File: src/rtl/tomasulo_pkg.sv
// Shared types for the Tomasulo issue stage: class encoding, ROB entry and register status.
// Storage widths below follow the default geometry; instantiations must not exceed them.
package tomasulo_pkg;

    localparam int DEF_NUM_REGS  = 16;
    localparam int DEF_FUNC_W    = 4;
    localparam int DEF_ROB_DEPTH = 8;

    localparam int PKG_REG_W  = $clog2(DEF_NUM_REGS);
    localparam int PKG_FUNC_W = DEF_FUNC_W;
    localparam int PKG_TAG_W  = $clog2(DEF_ROB_DEPTH);

    typedef enum logic [2:0] {
        CLS_ADD = 3'b001,
        CLS_MUL = 3'b010,
        CLS_BR  = 3'b100
    } iss_class_e;

    // Opcode bits [3:2]: 00/01 add, 10 mul, 11 branch.
    function automatic iss_class_e decode_class(input logic [1:0] op_hi);
        case (op_hi)
            2'b10:   return CLS_MUL;
            2'b11:   return CLS_BR;
            default: return CLS_ADD;
        endcase
    endfunction

    typedef struct packed {
        logic [PKG_FUNC_W-1:0] func;
        logic [PKG_REG_W-1:0]  rd;
        logic                  done;
    } rob_entry_t;

    typedef struct packed {
        logic                 busy;
        logic [PKG_TAG_W-1:0] tag;
    } reg_status_t;

endpackage

File: src/rtl/rob_alloc.sv
// Reorder-buffer allocator: wrap-bit head/tail pointers, occupancy and per-entry done bits.
module rob_alloc
    import tomasulo_pkg::*;
#(
    parameter int ROB_DEPTH = DEF_ROB_DEPTH,
    localparam int TAG_W    = $clog2(ROB_DEPTH)
) (
    input  logic                 clk1,
    input  logic                 rst_n,
    input  logic                 alloc_i,
    input  rob_entry_t           alloc_entry_i,
    input  logic                 commit_i,
    input  logic                 cdb_valid_i,
    input  logic [TAG_W-1:0]     cdb_tag_i,
    input  logic                 flush_i,
    output logic                 full_o,
    output logic                 commit_fire_o,
    output logic [TAG_W:0]       count_o,
    output logic [TAG_W-1:0]     head_tag_o,
    output logic [TAG_W-1:0]     tail_tag_o,
    output logic [PKG_REG_W-1:0] head_rd_o,
    output logic [ROB_DEPTH-1:0] done_o
);

    localparam logic [TAG_W:0] PTR_ONE = 1;

    logic [TAG_W:0] head_q, head_d;
    logic [TAG_W:0] tail_q, tail_d;
    rob_entry_t     rob_q [ROB_DEPTH];
    rob_entry_t     rob_d [ROB_DEPTH];
    logic           empty;

    assign empty         = (head_q == tail_q);
    assign full_o        = (head_q[TAG_W-1:0] == tail_q[TAG_W-1:0]) && (head_q[TAG_W] != tail_q[TAG_W]);
    assign count_o       = tail_q - head_q;
    assign commit_fire_o = commit_i && !empty;
    assign head_tag_o    = head_q[TAG_W-1:0];
    assign tail_tag_o    = tail_q[TAG_W-1:0];
    assign head_rd_o     = rob_q[head_tag_o].rd;

    always_comb begin
        for (int i = 0; i < ROB_DEPTH; i++) begin
            done_o[i] = rob_q[i].done;
        end
    end

    // Flush overrides everything; a fresh allocation clears done after any CDB write.
    always_comb begin
        head_d = head_q;
        tail_d = tail_q;
        rob_d  = rob_q;
        if (flush_i) begin
            head_d = '0;
            tail_d = '0;
            for (int i = 0; i < ROB_DEPTH; i++) begin
                rob_d[i].done = 1'b0;
            end
        end else begin
            if (commit_fire_o) begin
                head_d = head_q + PTR_ONE;
            end
            if (cdb_valid_i) begin
                rob_d[cdb_tag_i].done = 1'b1;
            end
            if (alloc_i) begin
                rob_d[tail_tag_o]      = alloc_entry_i;
                rob_d[tail_tag_o].done = 1'b0;
                tail_d                 = tail_q + PTR_ONE;
            end
        end
    end

    always_ff @(posedge clk1 or negedge rst_n) begin
        if (!rst_n) begin
            head_q <= '0;
            tail_q <= '0;
            for (int i = 0; i < ROB_DEPTH; i++) begin
                rob_q[i] <= '0;
            end
        end else begin
            head_q <= head_d;
            tail_q <= tail_d;
            rob_q  <= rob_d;
        end
    end

endmodule

File: src/rtl/issue_unit.sv
// In-order issue stage: ROB tag allocation, destination renaming and a registered dispatch packet.
// Optional same-cycle CDB wakeup of source operands: define ISSUE_CDB_BYPASS_EN.
module issue_unit
    import tomasulo_pkg::*;
#(
    parameter int NUM_REGS  = DEF_NUM_REGS,
    parameter int FUNC_W    = DEF_FUNC_W,
    parameter int ROB_DEPTH = DEF_ROB_DEPTH,
    localparam int REG_W    = $clog2(NUM_REGS),
    localparam int TAG_W    = $clog2(ROB_DEPTH)
) (
    input  logic              clk1,
    input  logic              rst_n,
    input  logic              in_valid,
    output logic              in_ready,
    input  logic [FUNC_W-1:0] in_func,
    input  logic [REG_W-1:0]  in_rs1,
    input  logic [REG_W-1:0]  in_rs2,
    input  logic [REG_W-1:0]  in_rd,
    input  logic [2:0]        rs_avail,
    output logic              disp_valid,
    output logic [2:0]        disp_class,
    output logic [FUNC_W-1:0] disp_func,
    output logic [TAG_W-1:0]  disp_tag,
    output logic [TAG_W-1:0]  disp_src1_tag,
    output logic [TAG_W-1:0]  disp_src2_tag,
    output logic              disp_src1_rdy,
    output logic              disp_src2_rdy,
    input  logic              cdb_valid,
    input  logic [TAG_W-1:0]  cdb_tag,
    input  logic              commit_valid,
    output logic [TAG_W-1:0]  commit_tag,
    input  logic              flush,
    output logic [TAG_W:0]    rob_count
);

    iss_class_e           in_class;
    logic                 is_branch;
    logic                 rob_full;
    logic                 accept;
    logic                 commit_fire;
    logic [TAG_W-1:0]     tail_tag;
    logic [PKG_REG_W-1:0] head_rd;
    logic [REG_W-1:0]     head_rd_idx;
    logic [ROB_DEPTH-1:0] done;
    rob_entry_t           alloc_entry;

    reg_status_t status_q [NUM_REGS];
    reg_status_t status_d [NUM_REGS];
    reg_status_t src1, src2;
    logic [TAG_W-1:0] src1_tag, src2_tag;
    logic             src1_rdy, src2_rdy;

    logic              disp_valid_q;
    logic [2:0]        disp_class_q;
    logic [FUNC_W-1:0] disp_func_q;
    logic [TAG_W-1:0]  disp_tag_q, disp_src1_tag_q, disp_src2_tag_q;
    logic              disp_src1_rdy_q, disp_src2_rdy_q;

    assign in_class    = decode_class(in_func[3:2]);
    assign is_branch   = (in_class == CLS_BR);
    assign in_ready    = !rob_full && (|(rs_avail & in_class)) && !flush;
    assign accept      = in_valid && in_ready;
    assign head_rd_idx = REG_W'(head_rd);
    assign alloc_entry = '{func: PKG_FUNC_W'(in_func), rd: PKG_REG_W'(in_rd), done: 1'b0};

    rob_alloc #(.ROB_DEPTH(ROB_DEPTH)) u_rob (
        .clk1          (clk1),
        .rst_n         (rst_n),
        .alloc_i       (accept),
        .alloc_entry_i (alloc_entry),
        .commit_i      (commit_valid),
        .cdb_valid_i   (cdb_valid),
        .cdb_tag_i     (cdb_tag),
        .flush_i       (flush),
        .full_o        (rob_full),
        .commit_fire_o (commit_fire),
        .count_o       (rob_count),
        .head_tag_o    (commit_tag),
        .tail_tag_o    (tail_tag),
        .head_rd_o     (head_rd),
        .done_o        (done)
    );

    // Sources read the table as it stood before this instruction renames its destination.
    always_comb begin
        src1     = status_q[in_rs1];
        src2     = status_q[in_rs2];
        src1_tag = src1.busy ? TAG_W'(src1.tag) : '0;
        src2_tag = src2.busy ? TAG_W'(src2.tag) : '0;
        src1_rdy = !src1.busy || done[src1_tag];
        src2_rdy = !src2.busy || done[src2_tag];
`ifdef ISSUE_CDB_BYPASS_EN
        if (cdb_valid && src1.busy && (cdb_tag == src1_tag)) src1_rdy = 1'b1;
        if (cdb_valid && src2.busy && (cdb_tag == src2_tag)) src2_rdy = 1'b1;
`endif
    end

    // Commit clears only if the retiring entry is still the newest producer; a rename wins.
    always_comb begin
        status_d = status_q;
        if (flush) begin
            for (int i = 0; i < NUM_REGS; i++) begin
                status_d[i].busy = 1'b0;
            end
        end else begin
            if (commit_fire && status_q[head_rd_idx].busy &&
                (TAG_W'(status_q[head_rd_idx].tag) == commit_tag)) begin
                status_d[head_rd_idx].busy = 1'b0;
            end
            if (accept && !is_branch) begin
                status_d[in_rd] = '{busy: 1'b1, tag: PKG_TAG_W'(tail_tag)};
            end
        end
    end

    always_ff @(posedge clk1 or negedge rst_n) begin
        if (!rst_n) begin
            for (int i = 0; i < NUM_REGS; i++) begin
                status_q[i] <= '0;
            end
        end else begin
            status_q <= status_d;
        end
    end

    always_ff @(posedge clk1 or negedge rst_n) begin
        if (!rst_n) begin
            disp_valid_q    <= 1'b0;
            disp_class_q    <= '0;
            disp_func_q     <= '0;
            disp_tag_q      <= '0;
            disp_src1_tag_q <= '0;
            disp_src2_tag_q <= '0;
            disp_src1_rdy_q <= 1'b0;
            disp_src2_rdy_q <= 1'b0;
        end else begin
            disp_valid_q <= accept;
            if (accept) begin
                disp_class_q    <= in_class;
                disp_func_q     <= in_func;
                disp_tag_q      <= tail_tag;
                disp_src1_tag_q <= src1_tag;
                disp_src2_tag_q <= src2_tag;
                disp_src1_rdy_q <= src1_rdy;
                disp_src2_rdy_q <= src2_rdy;
            end
        end
    end

    assign disp_valid    = disp_valid_q;
    assign disp_class    = disp_class_q;
    assign disp_func     = disp_func_q;
    assign disp_tag      = disp_tag_q;
    assign disp_src1_tag = disp_src1_tag_q;
    assign disp_src2_tag = disp_src2_tag_q;
    assign disp_src1_rdy = disp_src1_rdy_q;
    assign disp_src2_rdy = disp_src2_rdy_q;

endmodule

File: config.mk
export PLATFORM = sky130hd
export DESIGN_NAME = issue_unit
export DESIGN_NICKNAME = d
export VERILOG_FILES = /design/src/rtl/tomasulo_pkg.sv /design/src/rtl/rob_alloc.sv /design/src/rtl/issue_unit.sv
export SDC_FILE = /design/constraint.sdc
export NUM_CORES = 1
export LEC_CHECK = 0
export CAP_MARGIN = 40
export CORE_ASPECT_RATIO = 1.25
export CORE_MARGIN = 2
export CORE_UTILIZATION = 54
export DETAILED_ROUTE_END_ITERATION = 10
export HOLD_SLACK_MARGIN = 0.06
export PLACE_DENSITY = 0.74
export SLEW_MARGIN = 40
export SYNTH_ARGS = -nofsm -noshare
export SYNTH_HDL_FRONTEND = slang
export SYNTH_HIERARCHICAL = 1
export SYNTH_SLANG_ARGS = --single-unit
export TNS_END_PERCENT = 20
File: constraint.sdc
create_clock -name clk1 -period 3.6 [get_ports clk1]
set_input_delay 0.36 -clock clk1 [delete_from_list [all_inputs] [get_ports clk1]]
set_output_delay 0.36 -clock clk1 [all_outputs]
set_load 0.01 [all_outputs]
==> metrics.txt, run 1 <==
# TYPE chip_impl_metric gauge
chip_impl_metric{name="avgSynthCellArea",unit="sq um"} 12.4
chip_impl_metric{name="drtAntennaViolNets",unit=""} 0
chip_impl_metric{name="grt_use_total",unit="%"} 28.0
chip_impl_metric{name="final.fill_count",unit=""} 1055
chip_impl_metric{name="antenna_cells_inserted",unit=""} 0
chip_impl_metric{name="gpl.final_weighted_congestion",unit=""} 0.950
chip_impl_metric{name="drt_wl_cell",unit="microns"} 23.0
chip_impl_metric{name="p_int",unit="mW"} 2.76
chip_impl_metric{name="irDropWorstVdd",unit="mV"} 0.344
chip_impl_metric{name="sequentialPowerShare",unit="%"} 41.3
chip_impl_metric{name="rows",unit=""} 48
chip_impl_metric{name="start_util",unit="%"} 54.8
chip_impl_info{name="crit_path_end_kind",value="flip-flop"} 1
chip_impl_metric{name="total_via_count_after_detailed_routing",unit=""} 5258
chip_impl_metric{name="drt_iter0_drc",unit=""} 408
chip_impl_metric{name="drt_drc_violations_left",unit=""} 0
chip_impl_metric{name="fin_nets",unit=""} 692
chip_impl_metric{name="max_cap_viol_count",unit=""} 0
chip_impl_metric{name="synth-warning-count",unit=""} 6
chip_impl_metric{name="numCtsBuffers",unit=""} 17
chip_impl_metric{name="setup-violations-final",unit=""} 0
chip_impl_metric{name="total_routed_wirelength",unit="microns"} 19400
chip_impl_metric{name="grt_max_degree",unit=""} 54
chip_impl_metric{name="critPathMaxFanout",unit=""} 7
chip_impl_metric{name="detailed_place.area",unit="sq mm"} 0.00824
chip_impl_metric{name="cts_setup_buffers",unit=""} 0
chip_impl_info{name="rsz0062_at_grt",value="yes"} 1
chip_impl_metric{name="share_of_cells_above_drive_strength_1",unit="%"} 26.7
chip_impl_metric{name="post_synth_inst_count",unit=""} 603
chip_impl_metric{name="timing.final.crit_share",unit="%"} 97.3
chip_impl_metric{name="worst-slew-pin-transition",unit="ns"} 0.719
chip_impl_info{name="worst_setup_path_start_kind",value="flip-flop"} 1
chip_impl_metric{name="area.growth.synth_to_final",unit="%"} 17.4
chip_impl_metric{name="ctsLongestPathBuffers",unit=""} 2
chip_impl_metric{name="power_frac_clock",unit="%"} 42.1
chip_impl_info{name="crit_type",value="flip-flop to flip-flop"} 1
chip_impl_metric{name="die_h",unit="microns"} 136
chip_impl_metric{name="cts.clk_slew.worst_paths",unit="ns"} 0.06
chip_impl_metric{name="fin_crit",unit="ns"} 3.50
chip_impl_metric{name="die_area",unit="sq mm"} 0.0149
chip_impl_metric{name="timing.max_slew.rel_slack",unit="%"} 52.1
chip_impl_metric{name="max_freq",unit="GHz"} 0.285
chip_impl_metric{name="first_pass_iters",unit=""} 5
chip_impl_metric{name="worst-endpoint-required",unit="ns"} 3.90
chip_impl_metric{name="report.final.slew_viol_count",unit=""} 0
chip_impl_metric{name="worst_ep_arrival_time",unit="ns"} 3.81
chip_impl_metric{name="post_drt_via_cell_ratio",unit=""} 6.22
chip_impl_metric{name="cts.sink_count",unit=""} 131
chip_impl_metric{name="top_level_ports",unit=""} 55
chip_impl_metric{name="core-area",unit="sq mm"} 0.0137
chip_impl_metric{name="layout.core_utilization",unit="%"} 64.3
chip_impl_info{name="ctsRootBufferMaster",value="sky130_fd_sc_hd__clkbuf_16"} 1
chip_impl_metric{name="insertion_delay",unit="ns"} 0.42
chip_impl_metric{name="grt_pass1_wl",unit="microns"} 30200
chip_impl_metric{name="skew",unit="ns"} 0.00711
chip_impl_metric{name="power.leakage",unit="nW"} 4.03
chip_impl_metric{name="postSynthNetCount",unit=""} 637
chip_impl_info{name="min-delay-path-class",value="flip-flop to flip-flop"} 1
chip_impl_info{name="status",value="completed"} 1
chip_impl_metric{name="worst_hold_slack",unit="ns"} 0.472
chip_impl_metric{name="port_buffers",unit=""} 54
chip_impl_metric{name="finalHoldViolCount",unit=""} 0
chip_impl_metric{name="power_frac_comb",unit="%"} 16.6
chip_impl_metric{name="area_of_the_multi_input_gates",unit="sq mm"} 0.00394
chip_impl_metric{name="post-dp-hpwl",unit="microns"} 14200
chip_impl_metric{name="regArea",unit="sq mm"} 0.00328
chip_impl_metric{name="power_switching_share",unit="%"} 27.3
chip_impl_metric{name="final_area",unit="sq mm"} 0.00881
chip_impl_metric{name="die-width",unit="microns"} 109
chip_impl_metric{name="htree_num_levels",unit=""} 4
chip_impl_metric{name="first_global_vias",unit=""} 5361
chip_impl_metric{name="global_route.overflow_total",unit=""} 0
chip_impl_metric{name="syn-cell-area",unit="sq mm"} 0.00750
chip_impl_info{name="cts_tree",value="yes"} 1
chip_impl_metric{name="power.density",unit="mW/mm^2"} 430
chip_impl_metric{name="grt_antenna_before_repair",unit=""} 0
chip_impl_metric{name="switching_power",unit="mW"} 1.03
[power by group through the flow]
| stage | combinational [mW] | sequential [mW] | clock [mW] |
|---|---|---|---|
| after floorplan | 0.381 | 1.59 | 0 |
| after global placement | 0.616 | 1.59 | 0 |
| after detailed placement | 0.632 | 1.59 | 0 |
| after CTS | 0.632 | 1.56 | 1.63 |
| after global routing | 0.686 | 1.57 | 1.70 |
| final | 0.630 | 1.57 | 1.60 |
[registers in the layout, indices dropped and copies added (netlist names), 3 cells and up]
signal / count
u_rob/head_q: 4
u_rob/tail_q: 4
disp_src1_tag: 3
disp_func: 4
status_q: 64
disp_class: 3
disp_tag: 3
u_rob/done_o: 8
u_rob/rob_q: 32
disp_src2_tag: 3
[worst paths after layout]
path / cells after the start / start / endpoint / slack, ns
setup / recovery: 12 / u_rob/head_q[1]$_DFFE_PN0P_ / status_q[34]$_DFFE_PN0P_ / 0.1
hold / removal: 2 / disp_tag[0]$_DFFE_PN0P_ / disp_tag[0]$_DFFE_PN0P_ / 0.47
setup reg to reg: 12 / u_rob/head_q[1]$_DFFE_PN0P_ / status_q[34]$_DFFE_PN0P_ / 0.1
hold reg to reg: 2 / disp_tag[0]$_DFFE_PN0P_ / disp_tag[0]$_DFFE_PN0P_ / 0.47
max in group asynchronous: 3 / rst_n / status_q[4]$_DFFE_PN0P_ / 2.23
min in group asynchronous: 2 / rst_n / status_q[60]$_DFFE_PN0P_ / 0.52
[cell usage in the layout (no fill, tap or decap), types with 2 or more instances in the layout]
cell type	count
sky130_fd_sc_hd__nand2b_1	7
sky130_fd_sc_hd__a211oi_1	9
sky130_fd_sc_hd__nor3_1	2
sky130_fd_sc_hd__inv_6	2
sky130_fd_sc_hd__o21bai_1	2
sky130_fd_sc_hd__xor2_1	3
sky130_fd_sc_hd__clkbuf_8	2
sky130_fd_sc_hd__clkinv_4	4
sky130_fd_sc_hd__mux2_1	38
sky130_fd_sc_hd__or3_1	2
sky130_fd_sc_hd__a21oi_1	6
sky130_fd_sc_hd__nor2b_1	25
sky130_fd_sc_hd__mux2_2	52
sky130_fd_sc_hd__and2_1	6
sky130_fd_sc_hd__dfrtp_1	130
sky130_fd_sc_hd__a31oi_1	5
sky130_fd_sc_hd__ha_1	5
sky130_fd_sc_hd__nand3_1	3
sky130_fd_sc_hd__clkbuf_16	17
sky130_fd_sc_hd__nor2_1	18
sky130_fd_sc_hd__nand2_1	90
sky130_fd_sc_hd__o21ai_1	18
sky130_fd_sc_hd__o2111ai_1	2
sky130_fd_sc_hd__xnor2_1	9
sky130_fd_sc_hd__mux2i_1	16
sky130_fd_sc_hd__o21ai_0	6
sky130_fd_sc_hd__inv_2	2
sky130_fd_sc_hd__nor3b_4	2
sky130_fd_sc_hd__and3_1	3
sky130_fd_sc_hd__a211o_1	2
sky130_fd_sc_hd__mux4_2	59
sky130_fd_sc_hd__clkdlybuf4s50_1	53
sky130_fd_sc_hd__o22ai_1	3
sky130_fd_sc_hd__clkinvlp_4	5
sky130_fd_sc_hd__nor3b_1	4
sky130_fd_sc_hd__buf_12	2
sky130_fd_sc_hd__inv_1	8
sky130_fd_sc_hd__buf_4	26
[through the flow]
stage	cells	TNS [ns]	worst slack [ns]	total power, mW
after floorplan	603	0	0.0526	1.97
after global placement	813	0	0.188	2.20
after detailed placement	813	0	0.102	2.22
after CTS	846	0	0.108	3.82
after global routing	846	-1.64	-0.0835	3.95
final	846	0	0.0959	3.79
[layer usage]
metal  share of wire, %  global-route usage [%]  vias to the layer above
li1                   -                       -                     2319
met1                 39                    35.6                     2672
met2                 52                    46.3                      215
met3                5.4                    5.00                       52
met4                3.8                    13.2                        0
met5                  0                       0                        -
[area by class of cell]
class | instances | share of cell area (%)
Timing Repair Buffer | 82 | 8.80
Sequential cell | 131 | 37.2
Tap cell | 175 | 2.49
Multi-Input combinational cell | 415 | 44.7
Clock buffer | 20 | 5.18
Inverter | 11 | 0.469
Clock inverter | 12 | 1.15
[repair_timing]
action | in CTS | in global routing
hold buffers | 1 | 0
setup endpoints to repair | 0 | 40
endpoints found under the hold margin | 51 | 0
resized for setup | 0 | 1
[critical path, cell delays in order (launching register included)]
cell	delay, ns
sky130_fd_sc_hd__dfrtp_1	0.50
sky130_fd_sc_hd__buf_4	0.23
sky130_fd_sc_hd__inv_1	0.05
sky130_fd_sc_hd__ha_1	0.32
sky130_fd_sc_hd__and3_1	0.22
sky130_fd_sc_hd__nor2b_1	0.16
sky130_fd_sc_hd__a2111oi_2	0.35
sky130_fd_sc_hd__nand2_1	0.15
sky130_fd_sc_hd__inv_2	0.10
sky130_fd_sc_hd__nand2_1	0.09
sky130_fd_sc_hd__nor3b_1	0.45
sky130_fd_sc_hd__nand2_1	0.37
sky130_fd_sc_hd__mux2_1	0.41
Note: power is estimated with default switching activity, not from simulation.
==> run 2, diff against run 1 <==
--- a/config.mk
+++ b/config.mk
@@ -5,7 +5,7 @@
 export SDC_FILE = /design/constraint.sdc
 export NUM_CORES = 1
 export LEC_CHECK = 0
-export CAP_MARGIN = 40
+export CAP_MARGIN = 20
 export CORE_ASPECT_RATIO = 1.25
 export CORE_MARGIN = 2
 export CORE_UTILIZATION = 54
==> results of run 2 <==
Same layout as run 1: the final DEF is identical, and so are final timing and power.
